[src/rtl/conv2_pkg.sv]
// Shared constants, FSM state encoding and bank indexing for the conv2 weight scheduler.
package conv2_pkg;
    localparam int WEIGHT_W    = 8;
    localparam int KERNEL_SIZE = 3;
    localparam int IN_CH       = 4;
    localparam int OUT_CH      = 16;
    localparam int DEPTH       = KERNEL_SIZE * IN_CH * OUT_CH;
    localparam int ADDR_W      = 8;
    localparam int BUS_W       = WEIGHT_W * OUT_CH;

    typedef enum logic [2:0] {
        IDLE    = 3'd0,
        LOAD    = 3'd1,
        WAIT_GO = 3'd2,
        ISSUE   = 3'd3,
        DONE    = 3'd4
    } state_t;

    // Weight order in ROM and bank: output channel major, then input channel, then kernel row.
    function automatic logic [ADDR_W-1:0] idx(input int oc, input int ch, input logic [1:0] row);
        return ADDR_W'(oc * KERNEL_SIZE * IN_CH + ch * KERNEL_SIZE + int'(row));
    endfunction
endpackage

[src/rtl/conv2_weight_sched_wbank.sv]
// Register-file bank holding one full conv2 weight set, with a single write port and
// a kernel-row read mux that fans out to all input-channel buses at once.
module conv2_wbank
    import conv2_pkg::*;
(
    input  logic                      clk,
    input  logic                      rst_n,
    input  logic                      we,
    input  logic [ADDR_W-1:0]         waddr,
    input  logic [WEIGHT_W-1:0]       wdata,
    input  logic [1:0]                row,
    output logic [IN_CH*BUS_W-1:0]    rdata
);
    logic [WEIGHT_W-1:0] mem [DEPTH];

    always_ff @(posedge clk) begin
        if (!rst_n) begin
            for (int i = 0; i < DEPTH; i++) mem[i] <= '0;
        end else if (we) begin
            mem[waddr] <= wdata;
        end
    end

    // Bus ch occupies rdata[ch*BUS_W +: BUS_W]; lane oc within it is oc*WEIGHT_W.
    for (genvar ch = 0; ch < IN_CH; ch++) begin : g_ch
        for (genvar oc = 0; oc < OUT_CH; oc++) begin : g_oc
            assign rdata[(ch*OUT_CH + oc)*WEIGHT_W +: WEIGHT_W] = mem[idx(oc, ch, row)];
        end
    end
endmodule

[src/rtl/conv2_weight_sched.sv]
// Layer-2 weight sequencer: bursts the ROM into the bank, then issues kernel rows 0..2
// to the MAC array over valid/ready once layer 1 has finished; DONE allows a bank replay.
module conv2_weight_sched
    import conv2_pkg::*;
(
    input  logic                        clk,
    input  logic                        rst_n,
    input  logic                        load_start,
    input  logic                        conv1_end,
    input  logic                        restart,
    output logic                        rom_en,
    output logic [ADDR_W-1:0]           rom_addr,
    input  logic [WEIGHT_W-1:0]         rom_dout,
    output logic                        w_valid,
    input  logic                        w_ready,
    output logic [1:0]                  w_row,
    output logic [WEIGHT_W*OUT_CH-1:0]  c2_w0,
    output logic [WEIGHT_W*OUT_CH-1:0]  c2_w1,
    output logic [WEIGHT_W*OUT_CH-1:0]  c2_w2,
    output logic [WEIGHT_W*OUT_CH-1:0]  c2_w3,
    output logic                        load_done,
    output logic                        sched_done,
    output logic                        busy
);
    // Handshake: a row transfers on any rising edge where w_valid && w_ready; while w_valid
    // is high, w_row and c2_w* do not change until that transfer happens.
    state_t                  state, state_nxt;
    logic [ADDR_W-1:0]       addr_cnt, rd_addr;
    logic                    rd_vld, go_seen, go, hs, enter_issue;
    logic [1:0]              rd_row;
    logic [IN_CH*BUS_W-1:0]  bank_row, w_bus;

    assign go          = go_seen | conv1_end;
    assign hs          = w_valid & w_ready;
    assign enter_issue = (state_nxt == ISSUE) && (state != ISSUE);
    assign rd_row      = enter_issue ? 2'd0 : ((w_row == 2'd2) ? 2'd2 : w_row + 2'd1);

    conv2_wbank u_bank (
        .clk   (clk),
        .rst_n (rst_n),
        .we    (rd_vld),
        .waddr (rd_addr),
        .wdata (rom_dout),
        .row   (rd_row),
        .rdata (bank_row)
    );

    always_ff @(posedge clk) begin
        if (!rst_n) state <= IDLE;
        else        state <= state_nxt;
    end

    always_comb begin
        state_nxt = state;
        case (state)
            IDLE:    if (load_start) state_nxt = LOAD;
            LOAD:    if (rd_vld && rd_addr == ADDR_W'(DEPTH - 1)) state_nxt = WAIT_GO;
            WAIT_GO: if (go) state_nxt = ISSUE;
            ISSUE:   if (hs && w_row == 2'd2) state_nxt = DONE;
            DONE: begin
                if (load_start)   state_nxt = LOAD;
                else if (restart) state_nxt = ISSUE;
            end
            default: state_nxt = IDLE;
        endcase
    end

    always_comb begin
        rom_en     = (state == LOAD) && (addr_cnt < ADDR_W'(DEPTH));
        rom_addr   = addr_cnt;
        load_done  = (state == WAIT_GO) || (state == ISSUE) || (state == DONE);
        sched_done = (state == DONE);
        busy       = (state == LOAD) || (state == ISSUE);
    end

    always_ff @(posedge clk) begin
        if (!rst_n) begin
            addr_cnt <= '0;
            rd_vld   <= 1'b0;
            rd_addr  <= '0;
            go_seen  <= 1'b0;
            w_valid  <= 1'b0;
            w_row    <= 2'd0;
            w_bus    <= '0;
        end else begin
            rd_vld  <= rom_en;
            rd_addr <= rom_addr;
            // Held at zero outside LOAD so every burst starts at address 0.
            if (state != LOAD)  addr_cnt <= '0;
            else if (rom_en)    addr_cnt <= addr_cnt + ADDR_W'(1);

            if (enter_issue)    go_seen <= 1'b0;
            else if (conv1_end) go_seen <= 1'b1;

            if (enter_issue) begin
                w_valid <= 1'b1;
                w_row   <= 2'd0;
                w_bus   <= bank_row;
            end else if (state == ISSUE && hs) begin
                if (w_row == 2'd2) begin
                    w_valid <= 1'b0;
                end else begin
                    w_row <= w_row + 2'd1;
                    w_bus <= bank_row;
                end
            end
        end
    end

    assign c2_w0 = w_bus[0*BUS_W +: BUS_W];
    assign c2_w1 = w_bus[1*BUS_W +: BUS_W];
    assign c2_w2 = w_bus[2*BUS_W +: BUS_W];
    assign c2_w3 = w_bus[3*BUS_W +: BUS_W];
endmodule

[config.mk]
export PLATFORM = sky130hd
export DESIGN_NAME = conv2_weight_sched
export DESIGN_NICKNAME = d
export VERILOG_FILES = /design/src/rtl/conv2_pkg.sv /design/src/rtl/conv2_weight_sched_wbank.sv /design/src/rtl/conv2_weight_sched.sv
export SDC_FILE = /design/constraint.sdc
export NUM_CORES = 2
export LEC_CHECK = 0
export CORE_MARGIN = 3
export CORE_UTILIZATION = 30
export CTS_CLUSTER_SIZE = 28
export DETAILED_ROUTE_END_ITERATION = 10
export GPL_ROUTABILITY_DRIVEN = 0
export PLACE_DENSITY = 0.51
export SLEW_MARGIN = 40
export SYNTH_ARGS = -nofsm -noshare
export SYNTH_HDL_FRONTEND = slang
export SYNTH_SLANG_ARGS = --single-unit
[constraint.sdc]
create_clock -name clk -period 3.95 [get_ports clk]
set_input_delay 0.79 -clock clk [delete_from_list [all_inputs] [get_ports clk]]
set_output_delay 0.79 -clock clk [all_outputs]
set_load 0.01 [all_outputs]
Word-level counts from Yosys, hierarchy flattened
Memories as Yosys holds them, arrays and structs flattened. Index checks and enable logic that the tools add are counted.

Register bits after elaboration: 536. Memory bits (writable): 1536. Input bits: 14. Output and inout bits: 527. Word-level logic and storage cells: 128. Memories kept: 1.

Memories: u_bank.mem (depth 192, width 8, rd ports 64, clocked after Yosys merged registers in 0, wr ports 192, line conv2_weight_sched_wbank.sv:14) `logic [WEIGHT_W-1:0] mem [DEPTH];`.

Add/subtract/negate cells: 65. Magnitude comparators: 1. Equal/unequal tests: 10. Multiplexer cells: 22. Bitwise logic cells: 4. Reduce and logical (&&, ||, !) cells: 17.

Operators by type and width (count): $mux W512 (3); $add A7 B2 Y8 const A (21); $add A8 B2 Y8 const A (21); $add A6 B2 Y7 const A (11); $add A5 B2 Y6 const A (5); $mux W3 (6); $mux W8 (2); $add A4 B2 Y5 const A (3); $pmux W3 S5 (1); $eq A3 B2 Y1 const B (3); $add A8 B1 Y8 const B (1); $eq A8 B8 Y1 const B (1); $lt A8 B8 Y1 const B (1); $mux W1 (8); $reduce_or A8 Y1 (1); $reduce_and A2 Y1 (3); $logic_and A1 B1 Y1 (5); $add A3 B2 Y4 const A (1); $mux W2 (2); $reduce_bool A2 Y1 (2); $reduce_or A2 Y1 (2); $add A2 B2 Y3 const A (1); $eq A3 B1 Y1 const B (1); $eq A3 B3 Y1 const B (1); 10 further kinds (13).

Logic depth before layout (Yosys ltp)
An unclocked memory read counts as a cell.

Depth after elaboration: 12. Gate-level depth with buffers: 20. Mapped depth without buffers: 14.

Hierarchy
A second synthesis with hierarchy kept.

Cells, all modules: 7816. Area, all modules: 103848.3 sq um.

By module, submodules not included: conv2_wbank (times used 1, cells an instance 5477, area each 82262.6 sq um, seq. area each 47085.2 sq um); conv2_weight_sched (times used 1, cells an instance 2339, area each 21585.7 sq um, seq. area each 10730.3 sq um).

Least setup slack after synthesis
OpenSTA, ideal clock, no wires.

Kind: in2reg. Start point: in w_ready. End point: reg w_bus[412]. Setup time: 0.122 ns. Arrival: 3.927 ns. Required time: 3.828 ns. Setup slack: -0.099 ns. Stages: 16. Path buffers: 5. Cells stage by stage: and3_1 o21ai_0 o21a_1 o211ai_2 nand2_4 inv_2 buf_2 buf_2 buf_1 ha_1 clkinv_1 clkbuf_1 clkbuf_1 mux4_2 o221ai_1 a21oi_1.

Longest elaborated chain between the ends: 12. Elaborated cells on any way between the ends: 16. Classes of those cells: add/sub (1); eq/ne (2); mux (6); bitwise (1); reduce/logical (5); memory (1).

RTL lines: from (decl) (line conv2_weight_sched.sv:15) `input logic w_ready,`; $and A1 B1 Y1 * (line conv2_weight_sched.sv:34) `assign hs = w_valid & w_ready;`; $logic_and A1 B1 Y1 (line conv2_weight_sched.sv:59) `ISSUE: if (hs && w_row == 2'd2) state_nxt = DONE;`; $mux W3 (line conv2_weight_sched.sv:59); $pmux W3 S5 (line conv2_weight_sched.sv:55) `case (state)`; $eq A3 B2 Y1 (line conv2_weight_sched.sv:35) `assign enter_issue = (state_nxt == ISSUE) && (state != ISSUE);`; $logic_and A1 B1 Y1 (line conv2_weight_sched.sv:35); $mux W2 (line conv2_weight_sched.sv:36) `assign rd_row = enter_issue ? 2'd0 : ((w_row == 2'd2) ? 2'd2 : w_row + 2'd1);`; $add A6 B2 Y7 (line conv2_pkg.sv:21) `return ADDR_W'(oc * KERNEL_SIZE * IN_CH + ch * KERNEL_SIZE + int'(row));`; $mem_v2 Z192 W8; $mux W512 (line conv2_weight_sched.sv:100) `if (w_row == 2'd2) begin`; $mux W512 (line conv2_weight_sched.sv:99) `end else if (state == ISSUE && hs) begin`; $mux W512 (line conv2_weight_sched.sv:95) `if (enter_issue) begin`; to (signal assigned) (line conv2_weight_sched.sv:98) `w_bus <= bank_row;`; to (signal assigned) (line conv2_weight_sched.sv:104) `w_bus <= bank_row;`; to (decl) (line conv2_weight_sched.sv:31) `logic [IN_CH*BUS_W-1:0] bank_row, w_bus;`.

Every way passes the cells marked *; elsewhere a longest branch is shown, timed or not. The select of a mux whose other input is x is not followed. A chain may end at the register's enable or synchronous reset.

Worst setup path in the final report
Start point: reg state[0]. End point: reg w_bus[245].

Longest elaborated chain between the ends: 11. Elaborated cells on any way between the ends: 25. Classes of those cells: add/sub (1); eq/ne (7); mux (11); reduce/logical (5); memory (1).

RTL lines: from (decl) (line conv2_weight_sched.sv:27) `state_t state, state_nxt;`; from (signal assigned) (line conv2_weight_sched.sv:50) `else state <= state_nxt;`; $mux W3 (line conv2_weight_sched.sv:62) `else if (restart) state_nxt = ISSUE;`; $mux W3 (line conv2_weight_sched.sv:61) `if (load_start) state_nxt = LOAD;`; $pmux W3 S5 (line conv2_weight_sched.sv:55); $eq A3 B2 Y1 (line conv2_weight_sched.sv:35); $logic_and A1 B1 Y1 (line conv2_weight_sched.sv:35); $mux W2 (line conv2_weight_sched.sv:36); $add A8 B2 Y8 (line conv2_pkg.sv:21); $mem_v2 Z192 W8; $mux W512 (line conv2_weight_sched.sv:100); $mux W512 (line conv2_weight_sched.sv:99); $mux W512 (line conv2_weight_sched.sv:95).

Several ways; a longest one is shown, not always the timed one. The select of a mux whose other input is x is not followed.

==> report_table.html <==
<table>
<tr><th>Metric</th><th>Value</th></tr>
<tr><th colspan="2">STA</th></tr>
<tr><td>FMAX</td><td>0.260 GHz</td></tr>
<tr><td>Worst Skew</td><td>between 0.05 and 0.06 ns</td></tr>
<tr><td>Setup repair after global routing missed its margin</td><td>no</td></tr>
<tr><td>Final setup viols</td><td>0</td></tr>
<tr><td>Slew at the pin closest to its max-slew limit</td><td>about 1.1 ns</td></tr>
<tr><td>Worst slack on hold paths</td><td>approximately 0.43 ns</td></tr>
<tr><td>Final count of hold timing violations</td><td>0</td></tr>
<tr><td>Final Critical Period</td><td>3.85 ns</td></tr>
<tr><td>Fraction of the cycle the final worst path needs</td><td>between 90% and 100%</td></tr>
<tr><td>Final worst-path setup slack</td><td>between 0.1 and 0.15 ns</td></tr>
<tr><td>Relative slew slack</td><td>29.1%</td></tr>
<tr><td>Fin. max-slew vios</td><td>0</td></tr>
<tr><th colspan="2">Power</th></tr>
<tr><td>Power per unit of standard cell area</td><td>around 400 nW/um^2</td></tr>
<tr><td>Total power draw</td><td>just under 50000 uW</td></tr>
<tr><td>Worst IR Drop VDD</td><td>approximately 0.00041 V</td></tr>
<tr><td>Total leakage power</td><td>between 0.05 and 0.06 uW</td></tr>
<tr><th colspan="2">Routing</th></tr>
<tr><td>DRC</td><td>0</td></tr>
<tr><td>Vias</td><td>around 80000</td></tr>
<tr><td>ANT nets after route</td><td>0</td></tr>
<tr><td>Average vias per placed instance</td><td>between 5 and 6</td></tr>
<tr><td>Number of violations reported at the end of detailed-routing iteration 0</td><td>9834</td></tr>
<tr><td>Average detailed-routed wire length per instance</td><td>31.2 um</td></tr>
<tr><td>Aggregate routed wire length</td><td>435000 um</td></tr>
<tr><td>Detailed-router iteration count before antenna repair</td><td>7</td></tr>
<tr><th colspan="2">Critical path</th></tr>
<tr><td>Number of cells on the worst reg-to-reg path</td><td>12</td></tr>
<tr><td>Reg-to-Reg Start</td><td>state[0]</td></tr>
<tr><td>Capturing point of the worst reg2reg path</td><td>w_bus[245]</td></tr>
<tr><td>Critical path fanouts, max</td><td>46</td></tr>
<tr><td>Critical path launch point type</td><td>flip-flop</td></tr>
<tr><td>WP data required</td><td>around 4.7 ns</td></tr>
<tr><td>Worst path arrival time</td><td>around 4.6 ns</td></tr>
<tr><td>Worst R2R Setup Slack</td><td>between 0.1 and 0.15 ns</td></tr>
<tr><td>Setup crit end kind</td><td>flip-flop</td></tr>
<tr><td>Kind of critical path</td><td>reg -&gt; reg</td></tr>
<tr><th colspan="2">Finish</th></tr>
<tr><td>Most common cell after layout, fill and taps aside</td><td>sky130_fd_sc_hd__edfxtp_1</td></tr>
<tr><td>Highest-count cells in the layout ignoring fill and taps</td><td>1568 x sky130_fd_sc_hd__edfxtp_1, 1339 x sky130_fd_sc_hd__and3_1, 713 x sky130_fd_sc_hd__nand2_1</td></tr>
<tr><td>Final standard cell utilization of the core</td><td>between 30% and 40%</td></tr>
<tr><td>Synthesis-to-layout area growth</td><td>23.3%</td></tr>
<tr><td>Number of fillers in the final layout</td><td>~32000</td></tr>
<tr><td>Nets</td><td>9368</td></tr>
<tr><td>Share of post-route cells with drive strength above 1</td><td>about 17%</td></tr>
<tr><th colspan="2">Die</th></tr>
<tr><td>Area inside the core boundary</td><td>331000 sq um</td></tr>
<tr><td>Top Ports</td><td>about 540</td></tr>
<tr><td>Number of cell rows</td><td>211</td></tr>
<tr><td>Die X</td><td>583 um</td></tr>
<tr><td>Die Y-Extent</td><td>~600 um</td></tr>
<tr><td>Floorplan die area</td><td>340000 sq um</td></tr>
<tr><td>Initial Utilization</td><td>30.2%</td></tr>
<tr><th colspan="2">Min path</th></tr>
<tr><td>Hold worst-path end</td><td>w_bus[334]</td></tr>
<tr><td>Worst hold stages</td><td>3</td></tr>
<tr><td>Source of the worst hold timing path</td><td>rst_n</td></tr>
<tr><td>Path type of the worst min-delay path</td><td>in -&gt; reg</td></tr>
<tr><th colspan="2">Outcome</th></tr>
<tr><td>Status</td><td>complete, no violations</td></tr>
<tr><th colspan="2">Clock tree</th></tr>
<tr><td>Clock tree from TritonCTS</td><td>done</td></tr>
<tr><td>Maximum buffer depth of the clock tree</td><td>4</td></tr>
<tr><td>Number of H-tree branching levels</td><td>4</td></tr>
<tr><td>Library cell used as clock root buffer</td><td>sky130_fd_sc_hd__clkbuf_16</td></tr>
<tr><td>Clock Pin Slew Worst Setup and Hold Paths</td><td>around 0.060 ns</td></tr>
<tr><td># clock sinks</td><td>approximately 2100</td></tr>
<tr><td>Number of clock buffers inserted by TritonCTS</td><td>240</td></tr>
<tr><td>Worst skew pair latency</td><td>between 0.9 and 1 ns</td></tr>
<tr><th colspan="2">GRT</th></tr>
<tr><td>Wire length of the first global-routing pass</td><td>~600000 um</td></tr>
<tr><td>Number of global-route vias before repair</td><td>77600</td></tr>
<tr><td>Initial antenna violation count</td><td>between 50 and 60</td></tr>
<tr><td>Maximum number of pins on one net before global-route repair</td><td>157</td></tr>
<tr><td>Overall routing resource usage</td><td>~25%</td></tr>
<tr><td>Gr ovfl total</td><td>0</td></tr>
<tr><th colspan="2">Synthesis</th></tr>
<tr><td>Synthesized netlist net count</td><td>between 8000 and 9000</td></tr>
<tr><td>Yosys warnings</td><td>0</td></tr>
<tr><td>Gate Count Post-Synth</td><td>slightly below 9000</td></tr>
<tr><td>Netlist cell types</td><td>67</td></tr>
<tr><td>Async set-or-reset flop fraction in the synthesized netlist</td><td>0%</td></tr>
<tr><td>EDFF count, synth</td><td>between 1500 and 2000</td></tr>
<tr><td>Mean Syn Cell Area</td><td>11.4 sq um</td></tr>
<tr><td>Flop and latch count out of synthesis</td><td>between 2000 and 2500</td></tr>
<tr><td>Sequential-to-total area share from yosys stat</td><td>57.9%</td></tr>
<tr><td>Prevailing post-synth register cell</td><td>sky130_fd_sc_hd__edfxtp_1</td></tr>
<tr><td>Synthesized area</td><td>between 90000 and 100000 sq um</td></tr>
<tr><th colspan="2">Place</th></tr>
<tr><td>Post-DP HPWL</td><td>about 290000 um</td></tr>
<tr><td>Post-Place Worst Slack</td><td>-0.248 ns</td></tr>
<tr><td>Port bufs</td><td>540</td></tr>
<tr><th colspan="2">Run</th></tr>
<tr><td>Max-Cap Viols</td><td>0</td></tr>
</table>
[how the worst max path moves through the flow]
stage,start,endpoint,slack [ns],depth (start not counted)
final,state[0],w_bus[245],0.10,12
after global routing,state[0],w_bus[242],0.002,12
after CTS,state[0],w_bus[245],0.00006,12
after detailed placement,w_ready,w_bus[242],-0.25,11
after global placement,w_ready,w_bus[242],-0.29,11
after floorplan,w_ready,w_bus[477],0.002,18
[worst max-delay path, cell delays in order, from the launching register on]
cell and delay [ns]:
sky130_fd_sc_hd__dfxtp_1 0.33, sky130_fd_sc_hd__nor2b_2 0.22, sky130_fd_sc_hd__nand2b_1 0.33, sky130_fd_sc_hd__nor3_2 0.40, sky130_fd_sc_hd__buf_4 0.26, sky130_fd_sc_hd__o211ai_4 0.14, sky130_fd_sc_hd__buf_4 0.35, sky130_fd_sc_hd__nand2_4 0.23
sky130_fd_sc_hd__buf_12 0.28, sky130_fd_sc_hd__nand2b_1 0.15, sky130_fd_sc_hd__buf_12 0.17, sky130_fd_sc_hd__a221oi_1 0.57, sky130_fd_sc_hd__a21boi_1 0.14
[timing repair]
action                                  4_1_cts  5_1_grt
endpoints found under the setup margin        3        1
buffers inserted                              3        0
pin swaps                                     0        0
hold buffers                                  0        0
gates cloned                                  0        0
gates resized for setup                       0        1
[cells in the mapped netlist, types with 6 or more instances]
cell type                     n  area (sq um)
sky130_fd_sc_hd__edfxtp_1  1568         47100
sky130_fd_sc_hd__and3_1    1339          8380
sky130_fd_sc_hd__clkbuf_1   836          3140
sky130_fd_sc_hd__nand2_1    732          2750
sky130_fd_sc_hd__dfxtp_1    536         10700
sky130_fd_sc_hd__mux2i_1    439          4390
sky130_fd_sc_hd__o21ai_0    406          2030
sky130_fd_sc_hd__and2_1     399          2500
sky130_fd_sc_hd__a21oi_1    367          1840
sky130_fd_sc_hd__mux2_2     344          3870
sky130_fd_sc_hd__o211a_1    260          2600
sky130_fd_sc_hd__o22ai_1    241          1510
sky130_fd_sc_hd__a31oi_1    211          1320
sky130_fd_sc_hd__nand3_1    161           806
sky130_fd_sc_hd__nor2_1     161           604
sky130_fd_sc_hd__o221ai_1   124          1090
sky130_fd_sc_hd__buf_2      121           606
sky130_fd_sc_hd__a221oi_1    91           797
sky130_fd_sc_hd__a22oi_1     69           518
sky130_fd_sc_hd__buf_1       56           210
sky130_fd_sc_hd__a211oi_1    50           375
sky130_fd_sc_hd__mux4_2      38           856
sky130_fd_sc_hd__a21o_1      35           263
sky130_fd_sc_hd__a221o_1     25           250
sky130_fd_sc_hd__a32oi_1     25           219
sky130_fd_sc_hd__a32o_1      21           210
sky130_fd_sc_hd__nor3_1      19          95.1
sky130_fd_sc_hd__nand2b_1    14          87.6
sky130_fd_sc_hd__nor2b_1      8          50.1
sky130_fd_sc_hd__o21a_1       8          60.1
sky130_fd_sc_hd__a21boi_1     6          45.0
sky130_fd_sc_hd__buf_4        6          45.0
sky130_fd_sc_hd__o31ai_1      6          45.0
[cells by family after synthesis]
logic type / Yosys count / synth area share [%]
simple gates: 2859 / 15.5
flops: 2104 / 57.9
compound gates: 1964 / 13.3
buf+inv: 1029 / 4.05
mux: 821 / 9.13
xor+xnor: 7 / 0.0614
fa+ha+maj: 5 / 0.0626
[per-stage QoR]
stage	cell area, sq um	TNS, ns	instances
4_1_cts	123000	0	13900
6_report	123000	0	13900
3_5_place_dp	115000	-6.18	13500
3_3_place_gp	115000	-5.72	13500
5_1_grt	123000	0	13900
2_1_floorplan	99900	0	8789
[layer usage]
| layer | share of wire [%] | vias up | wire length [um] | track usage [%] |
|---|---|---|---|---|
| li1 | - | 34400 | - | - |
| met1 | 42 | 40700 | 181000 | 33.4 |
| met2 | 44 | 4226 | 193000 | 37.7 |
| met3 | 8.9 | 719 | 38600 | 4.70 |
| met4 | 5.1 | 12 | 22200 | 11.3 |
| met5 | 0.016 | - | 71 | 0 |
[power by group]
group          leakage, uW  switching, uW  internal (uW)
Sequential          0.0193            407          24500
Combinational       0.0284           1260            574
Clock              0.00391           9650          13000
Total               0.0516          11300          38100
[state kept, by name, summed over array words and instances, names as in the netlist]
| signal | count |
|---|---|
| state | 3 |
| rd_vld | 1 |
| rom_addr | 8 |
| w_valid | 1 |
| rd_addr | 8 |
| u_bank.mem | 1568 |
| go_seen | 1 |
| w_row | 2 |
| w_bus | 512 |
[layout make-up]
class / instances / area [sq um] / area share (%)
flip-flops and latches: 2104 / 57800 / 46.9
multi-input cells: 5656 / 38500 / 31.3
well taps: 4366 / 5460 / 4.43
inverters: 8 / 40.0 / 0.0325
clock buffers: 354 / 7030 / 5.71
repair buffers: 1339 / 13400 / 10.9
clock inverters: 101 / 912 / 0.740
diodes: 17 / 42.5 / 0.0345
Note: power is estimated with default switching activity, not from simulation.
